`src/rtl/fp_norm_pkg.sv`:
```
// Shared widths and FSM state encoding for the sequential mantissa normalizer.
package fp_norm_pkg;

  localparam int unsigned MANT_W  = 24;
  localparam int unsigned EXP_W   = 8;
  localparam int unsigned SHIFT_W = 5;

  typedef enum logic [1:0] {
    ST_IDLE = 2'd0,
    ST_SCAN = 2'd1,
    ST_DONE = 2'd2
  } state_t;

endpackage

```
`src/rtl/norm_lz4.sv`:
```
// 4-bit leading-zero counter (0..4) used by the multi-bit scan step.
// Only built when NORM_SHIFT4_EN is defined.
`ifdef NORM_SHIFT4_EN
module norm_lz4 (
  input  logic [3:0] i_nib,
  output logic [2:0] o_lz
);

  always_comb begin
    o_lz = 3'd4;
    if (i_nib[3])      o_lz = 3'd0;
    else if (i_nib[2]) o_lz = 3'd1;
    else if (i_nib[1]) o_lz = 3'd2;
    else if (i_nib[0]) o_lz = 3'd3;
  end

endmodule
`endif

```
`src/rtl/fp_norm_seq.sv`:
```
// Sequential mantissa normalizer: shifts left until hidden bit set or exponent floor reached.
// NORM_SHIFT4_EN enables up to 4-bit steps per scan cycle (same results, lower latency).
module fp_norm_seq
  import fp_norm_pkg::*;
(
  input  logic               clk,
  input  logic               rst,
  input  logic               in_valid,
  output logic               in_ready,
  input  logic [MANT_W-1:0]  in_mant,
  input  logic [EXP_W-1:0]   in_exp,
  output logic               out_valid,
  input  logic               out_ready,
  output logic [MANT_W-1:0]  out_mant,
  output logic [EXP_W-1:0]   out_exp,
  output logic [SHIFT_W-1:0] out_shift,
  output logic               out_zero,
  output logic               out_subn
);

  state_t               r_state, w_state_nxt;
  logic [MANT_W-1:0]    r_mant;
  logic [EXP_W-1:0]     r_exp;
  logic [SHIFT_W-1:0]   r_shift;
  logic [MANT_W-1:0]    r_out_mant;
  logic [EXP_W-1:0]     r_out_exp;
  logic [SHIFT_W-1:0]   r_out_shift;
  logic                 r_out_zero;
  logic                 r_out_subn;

  logic                 w_mant_zero;
  logic                 w_term;
  logic [SHIFT_W-1:0]   w_step;

  assign w_mant_zero = (r_mant == '0);
  assign w_term      = w_mant_zero || r_mant[MANT_W-1] || (r_exp <= EXP_W'(1));

`ifdef NORM_SHIFT4_EN
  logic [2:0]           w_lz;
  logic [EXP_W-1:0]     w_exp_m1;
  logic [SHIFT_W-1:0]   w_room;

  norm_lz4 u_lz4 (
    .i_nib (r_mant[MANT_W-1 -: 4]),
    .o_lz  (w_lz)
  );

  // Clamp the step so it never overshoots exp==1 or the 23-bit shift ceiling;
  // this keeps results identical to the single-bit build.
  always_comb begin
    w_exp_m1 = r_exp - EXP_W'(1);
    w_room   = SHIFT_W'(MANT_W - 1) - r_shift;
    w_step   = SHIFT_W'(w_lz);
    if (w_exp_m1 < EXP_W'(w_step)) w_step = SHIFT_W'(w_exp_m1);
    if (w_room < w_step)           w_step = w_room;
  end
`else
  assign w_step = SHIFT_W'(1);
`endif

  always_ff @(posedge clk or posedge rst) begin
    if (rst) r_state <= ST_IDLE;
    else     r_state <= w_state_nxt;
  end

  always_comb begin
    w_state_nxt = r_state;
    in_ready    = 1'b0;
    out_valid   = 1'b0;
    unique case (r_state)
      ST_IDLE: begin
        in_ready = 1'b1;
        if (in_valid) w_state_nxt = ST_SCAN;
      end
      ST_SCAN: begin
        if (w_term) w_state_nxt = ST_DONE;
      end
      ST_DONE: begin
        out_valid = 1'b1;
        if (out_ready) w_state_nxt = ST_IDLE;
      end
      default: w_state_nxt = ST_IDLE;
    endcase
  end

  always_ff @(posedge clk or posedge rst) begin
    if (rst) begin
      r_mant      <= '0;
      r_exp       <= '0;
      r_shift     <= '0;
      r_out_mant  <= '0;
      r_out_exp   <= '0;
      r_out_shift <= '0;
      r_out_zero  <= 1'b0;
      r_out_subn  <= 1'b0;
    end else begin
      unique case (r_state)
        ST_IDLE: begin
          if (in_valid) begin
            r_mant  <= in_mant;
            r_exp   <= in_exp;
            r_shift <= '0;
          end
        end
        ST_SCAN: begin
          if (w_term) begin
            r_out_mant  <= r_mant;
            r_out_exp   <= r_mant[MANT_W-1] ? r_exp : '0;
            r_out_shift <= w_mant_zero ? '0 : r_shift;
            r_out_zero  <= w_mant_zero;
            r_out_subn  <= !w_mant_zero && !r_mant[MANT_W-1];
          end else begin
            r_mant  <= r_mant << w_step;
            r_exp   <= r_exp - EXP_W'(w_step);
            r_shift <= r_shift + w_step;
          end
        end
        default: ;
      endcase
    end
  end

  assign out_mant  = r_out_mant;
  assign out_exp   = r_out_exp;
  assign out_shift = r_out_shift;
  assign out_zero  = r_out_zero;
  assign out_subn  = r_out_subn;

endmodule

```
`config.mk`:
```
export PLATFORM = sky130hd
export DESIGN_NAME = fp_norm_seq
export DESIGN_NICKNAME = d
export VERILOG_FILES = /design/src/rtl/fp_norm_pkg.sv /design/src/rtl/norm_lz4.sv /design/src/rtl/fp_norm_seq.sv
export SDC_FILE = /design/constraint.sdc
export NUM_CORES = 1
export LEC_CHECK = 0
export BUFFER_PORTS_ARGS = -buffer_cell sky130_fd_sc_hd__buf_2
export CAP_MARGIN = 0
export CORE_MARGIN = 2
export CORE_UTILIZATION = 29
export CTS_BUF_LIST = sky130_fd_sc_hd__clkbuf_16
export DETAILED_ROUTE_END_ITERATION = 8
export SLEW_MARGIN = 40
export SYNTH_ARGS = -nofsm -noshare
export SYNTH_HDL_FRONTEND = slang
export SYNTH_SLANG_ARGS = --single-unit
```
`constraint.sdc`:
```
create_clock -name clk -period 2.5 [get_ports clk]
set_input_delay 0.25 -clock clk [delete_from_list [all_inputs] [get_ports clk]]
set_output_delay 0.25 -clock clk [all_outputs]
set_load 0.01 [all_outputs]
```
==> flow_summary.json, run 1 <==
{
  "finalMaxSlewViolations": 0,
  "fp.dieW_um": 115,
  "p_clk_frac": 0.227,
  "synth_seq_area_share": 0.546,
  "r2r_setup_slack_ns": 0.17,
  "p_sw_frac": 0.364,
  "io_pins": 77,
  "viasPerCell": 5.03,
  "power.leakage_nw": 2.21,
  "drv_cap": 0,
  "fin_crit_sh": 0.933,
  "port-buffer-count": 76,
  "crit_type": "reg -> reg",
  "dieArea_um2": 13200,
  "drt_pass1_iterations": 4,
  "pwr-share-comb": 0.389,
  "powerDensity_nw_per_um2": 1340,
  "rows": 40,
  "drive_gt1_frac": 0.338,
  "peakVddDrop_mv": 0.565,
  "grt_pass1_wl_um": 14300,
  "cts_resized": 0,
  "setup_ws_ns": 0.167,
  "crit_slowest_cell": "dfrtp_1",
  "crit_chain": "inv_1, ha_1, nor2_1, o41a_1, o211ai_1, buf_4, or2_2, o311ai_0",
  "start_util": 0.297,
  "end_kind": "register",
  "cts_setup_buffers": 0,
  "grt_max_degree": 48,
  "htreeDepth": 3,
  "postRouteAntennaNets": 0,
  "cts-root-buf": "clkbuf_16",
  "p_seq_frac": 0.384,
  "syn_to_final_growth_pct": 24.4,
  "cp_slowest_stage_delay_ns": 0.44,
  "antenna_found_initial": 0,
  "setup_viol": 0,
  "fin_crit_ns": 2.33,
  "netlist_area_um2": 3570,
  "num_vias": 2675,
  "worstPathArrival_ns": 2.53,
  "worstHoldStart": "out_ready",
  "netSwitchingPower_mw": 2.18,
  "yosysUniqueCellTypes": 37,
  "place_congestion": 0.817,
  "synth.top_cell.area_share": 0.546,
  "dp_slack_ns": 0.203,
  "fmax_ghz": 0.429,
  "initialDrtViolationCount": 183,
  "syn_avg_cell_area_um2": 11.8,
  "synth_commonest_cells": "dfrtp_1, mux2i_1, nand3_1",
  "antenna_cells": 0,
  "clock_latency_ns": 0.32,
  "intPower_mw": 3.80,
  "cts_sinks": 78,
  "grtUsageTotal": 0.139,
  "routedWlPerCell_um": 16.6,
  "crit_required_ns": 2.70,
  "synth_most_common_cell": "dfrtp_1",
  "crit_path_max_fanout": 14,
  "synth_nets": 341,
  "core-area_um2": 12000,
  "hold_viol_final": 0,
  "fin_area_um2": 4450,
  "ys_async_sr_fraction": 1.00,
  "crit_path_start_kind": "register",
  "hp-class": "in -> reg",
  "fp.dieH_um": 115,
  "clockBufferDepth": 2,
  "status": "finished, final reports clean",
  "nets": 419,
  "yosysTopAreaCell": "dfrtp_1",
  "cts_tree": "yes",
  "synth-seq-cells": 78,
  "critPathBufInv": 2,
  "cts.clk_slew.worst_paths_ns": 0.06,
  "synth_top_flop_cell": "dfrtp_1",
  "cp_top_family": "compound AO/OA/AOI/OAI gates",
  "ys_warn_count": 0,
  "place_hpwl_um": 6300,
  "drt-total-wl_um": 8830,
  "dpl-instance-area_um2": 4120,
  "rsz0062_at_grt": "false",
  "slew_headroom": 0.559,
  "fill_cells": 1183,
  "worst_pin_slew_ns": 0.659,
  "final.setup.tns_ns": 0,
  "timing.rr.start": "r_exp[0]",
  "drc_errors": 0,
  "synthCells": 302,
  "startpoint": "r_exp[0]",
  "synthTopCellsByArea": "dfrtp_1, mux2i_1, mux2_4",
  "synth-edff-count": 0,
  "cts_buffers": 9,
  "skew_ns": 0.0112,
  "grt_pass1_vias": 2769,
  "grt_overflow": 0
}
-- metal layers --
metal / share of wire / wire length [um] / up-vias / GRT usage
li1: - / - / 1271 / -
met2: 0.46 / 4030 / 82 / 0.211
met5: 0 / 0 / - / 0
met3: 0.048 / 422 / 7 / 0.0316
met1: 0.48 / 4250 / 1315 / 0.193
met4: 0.014 / 123 / 0 / 0.0554
-- what timing repair did --
| action | 4_1_cts | 5_1_grt |
|---|---|---|
| endpoints found under the setup margin | 0 | 0 |
| hold endpoints to repair | 46 | 0 |
| hold buffers | 1 | 0 |
-- registers in the layout, indices dropped and copies added (netlist names) --
name	cells
out_subn	1
r_state	2
out_shift	5
r_shift	5
r_exp	8
r_mant	24
out_mant	24
out_exp	8
out_zero	1
-- per-stage QoR --
stage / total power, mW / instances / hold WS [ns] / utilization
after floorplan: 3.91 / 302 / 0.358 / -
after global placement: 4.60 / 515 / 0.436 / 0.343
after detailed placement: 4.66 / 515 / 0.292 / 0.343
after CTS: 6.05 / 532 / 0.103 / 0.370
after global routing: 6.42 / 532 / 0.126 / 0.370
final: 5.98 / 532 / 0.115 / 0.370
-- cell usage in the layout, fill, tap and decap left out, types with 3 or more instances in the layout --
master,n
a21oi_1,9
a22o_1,8
a32o_1,5
and2_1,3
and3_1,3
buf_2,76
buf_4,10
clkbuf_16,9
dfrtp_1,78
ha_1,3
inv_1,8
mux2_2,8
mux2_4,15
mux2i_1,29
nand2_1,7
nand3_1,28
nor2_1,11
nor3_1,3
nor4_1,9
o211ai_1,7
o21ai_0,26
o31ai_1,3
-- final timing paths --
path | cells past startpoint | endpoint
max in group asynchronous | 4 | out_shift[0]
setup reg to reg | 8 | r_exp[5]
setup / recovery | 8 | r_exp[5]
hold reg to reg | 1 | out_shift[0]
hold / removal | 2 | r_state[1]
min in group asynchronous | 3 | r_mant[5]
-- layout make-up --
cell class | count | area [um2] | area share
Clock buffer | 9 | 225 | 0.0507
Clock inverter | 7 | 90.1 | 0.0203
Inverter | 8 | 35.0 | 0.00788
Multi-Input combinational cell | 195 | 1470 | 0.332
Sequential cell | 78 | 1950 | 0.439
Tap cell | 147 | 184 | 0.0414
Timing Repair Buffer | 88 | 485 | 0.109
-- power by group through the flow --
stage | Sequential [mW] | Combinational, mW | Clock, mW
6_report | 2.29 | 2.33 | 1.36
3_3_place_gp | 2.31 | 2.30 | 0
3_5_place_dp | 2.31 | 2.34 | 0
2_1_floorplan | 2.30 | 1.61 | 0
5_1_grt | 2.38 | 2.58 | 1.46
4_1_cts | 2.30 | 2.35 | 1.39
-- kinds of logic after synthesis --
group,after synthesis,share of synthesized area
and+or+nand+nor,72,0.104
DFF,78,0.546
muxes,52,0.170
buffers and inverters,29,0.0417
AOI/OAI and AO/OA,68,0.127
adders and majority gates,3,0.0105
(Power assumes the default switching activity.)
==> inputs of run 2 (changes only) <==
PLACE_DENSITY = 0.46   (was unset)
==> run 2 against run 1 <==
  * Non-clock buffer count grew 6
  * First-iteration DRC count fell by 38%
  * Utilization rose by 0.16 points
  * Sequential power about the same
  * Power about the same
  * Design area up 0.42%
  * Global-route usage is 1.1 points higher
  * Sequential share of layout area is 0.18 points lower
  * Clock skew is 0.0040 ns lower
  * Combinational power up 5%
  * Clock power down 7%
  * Largest power group unchanged
==> flow_summary.json, run 2 (synthesis results as in run 1) <==
{
  "crit_chain": "or4_4, o41a_1, a21o_2, buf_12, mux2_4",
  "crit_cells": 5,
  "routedWlPerCell_um": 17.1,
  "rows": 40,
  "port-buffer-count": 76,
  "rr_worst_depth": 5,
  "grt_pass1_vias": 2826,
  "place_hpwl_um": 6490,
  "hold_viol_final": 0,
  "route.met3.wl_um": 355,
  "hold_path_depth": 2,
  "p_clk_frac": 0.210,
  "end_kind": "register",
  "finalMaxSlewViolations": 0,
  "cts-root-buf": "clkbuf_16",
  "dpl-instance-area_um2": 4180,
  "htreeDepth": 3,
  "clockBufferDepth": 2,
  "ctsHoldBuffers": 1,
  "antenna_found_initial": 0,
  "dp_slack_ns": 0.197,
  "grt_max_degree": 60,
  "cts_resized": 0,
  "crit_slowest_cell": "or4_4",
  "fmax_ghz": 0.435,
  "cts_tree": "yes",
  "start_util": 0.297,
  "status": "finished, final reports clean",
  "grt_pass1_wl_um": 15100,
  "p_sw_frac": 0.371,
  "crit_path_start_kind": "register",
  "grtUsageTotal": 0.150,
  "clock_latency_ns": 0.34,
  "worst_pin_slew_ns": 0.657,
  "cts.clk_slew.worst_paths_ns": 0.06,
  "wl_met2_um": 4400,
  "drive_gt1_frac": 0.344,
  "cts_sinks": 78,
  "intPower_mw": 3.76,
  "wl_met1_um": 4330,
  "top_layer_used": "met4",
  "p_seq_frac": 0.380,
  "peakVddDrop_mv": 0.558,
  "drt-total-wl_um": 9170,
  "drt_pass1_iterations": 4,
  "pwr-share-comb": 0.410,
  "core-area_um2": 12000,
  "fin_crit_ns": 2.30,
  "hp-class": "in -> reg",
  "drv_cap": 0,
  "rsz0062_at_grt": "false",
  "final.setup.tns_ns": 0,
  "netSwitchingPower_mw": 2.22,
  "layout_common_cells": "dfrtp_1, buf_2, mux2i_1",
  "antenna_cells": 0,
  "fin_crit_sh": 0.919,
  "fp.dieW_um": 115,
  "syn_to_final_growth_pct": 25.0,
  "cp_slowest_stage_delay_ns": 0.54,
  "drc_errors": 0,
  "initialDrtViolationCount": 114,
  "dieArea_um2": 13200,
  "skew_ns": 0.00724,
  "r2r_setup_slack_ns": 0.20,
  "cp_top_family": "compound AO/OA/AOI/OAI gates",
  "final_common_cell": "dfrtp_1",
  "cts_setup_buffers": 0,
  "fin_area_um2": 4460,
  "critPathBufInv": 1,
  "crit_path_max_fanout": 16,
  "fp.dieH_um": 115,
  "nets": 425,
  "powerDensity_nw_per_um2": 1340,
  "worstPathArrival_ns": 2.52,
  "setup_ws_ns": 0.203,
  "power.leakage_nw": 2.22,
  "grt_overflow": 0,
  "place_congestion": 0.756,
  "fin_cells": 537,
  "postRouteAntennaNets": 0,
  "crit_required_ns": 2.72,
  "slew_headroom": 0.560,
  "dp_cells": 521,
  "io_pins": 77,
  "num_vias": 2685,
  "viasPerCell": 5.00,
  "crit_type": "reg -> reg",
  "setup_viol": 0,
  "cts_buffers": 9
}
-- run 2: area by class of cell --
class	instances	area, um2
flip-flops and latches	78	1950
repair buffers	94	543
multi-input cells	195	1480
clock buffers	9	225
fillers	1207	7550
clock inverters	6	53.8
inverters	8	31.3
well taps	147	184
-- run 2: worst paths after layout --
kind | from | endpoint
max in group asynchronous | rst | r_mant[13]
worst max register to register | r_exp[6] | out_mant[15]
worst min register to register | out_mant[23] | out_mant[23]
min in group asynchronous | rst | out_exp[6]
worst max-delay path | r_exp[6] | out_mant[15]
worst min-delay path | out_ready | r_state[1]
-- run 2: power by group through the flow --
| stage | Combinational [mW] | Sequential, mW | Clock [mW] |
|---|---|---|---|
| finish | 2.45 | 2.28 | 1.26 |
| CTS | 2.48 | 2.29 | 1.29 |
| floorplan | 1.61 | 2.30 | 0 |
| global route | 2.73 | 2.37 | 1.34 |
| global placement | 2.45 | 2.31 | 0 |
| detailed placement | 2.47 | 2.31 | 0 |
-- run 2: routing by layer --
layer	up-vias	track usage
li1	1282	-
met1	1345	0.201
met2	51	0.234
met3	7	0.0459
met4	0	0.0434
met5	-	0
-- run 2: worst reg2reg max path: stages, from the launching register on --
cell and delay [ns]:
dfrtp_1 0.37, or4_4 0.54, o41a_1 0.43, a21o_2 0.33, buf_12 0.20, mux2_4 0.31
-- run 2: per-stage QoR --
stage | hold WS (ns) | power, mW | util
floorplan | 0.358 | 3.91 | -
global placement | 0.248 | 4.76 | 0.348
detailed placement | 0.241 | 4.78 | 0.348
CTS | 0.102 | 6.06 | 0.372
global route | 0.137 | 6.43 | 0.372
finish | 0.109 | 5.98 | 0.372
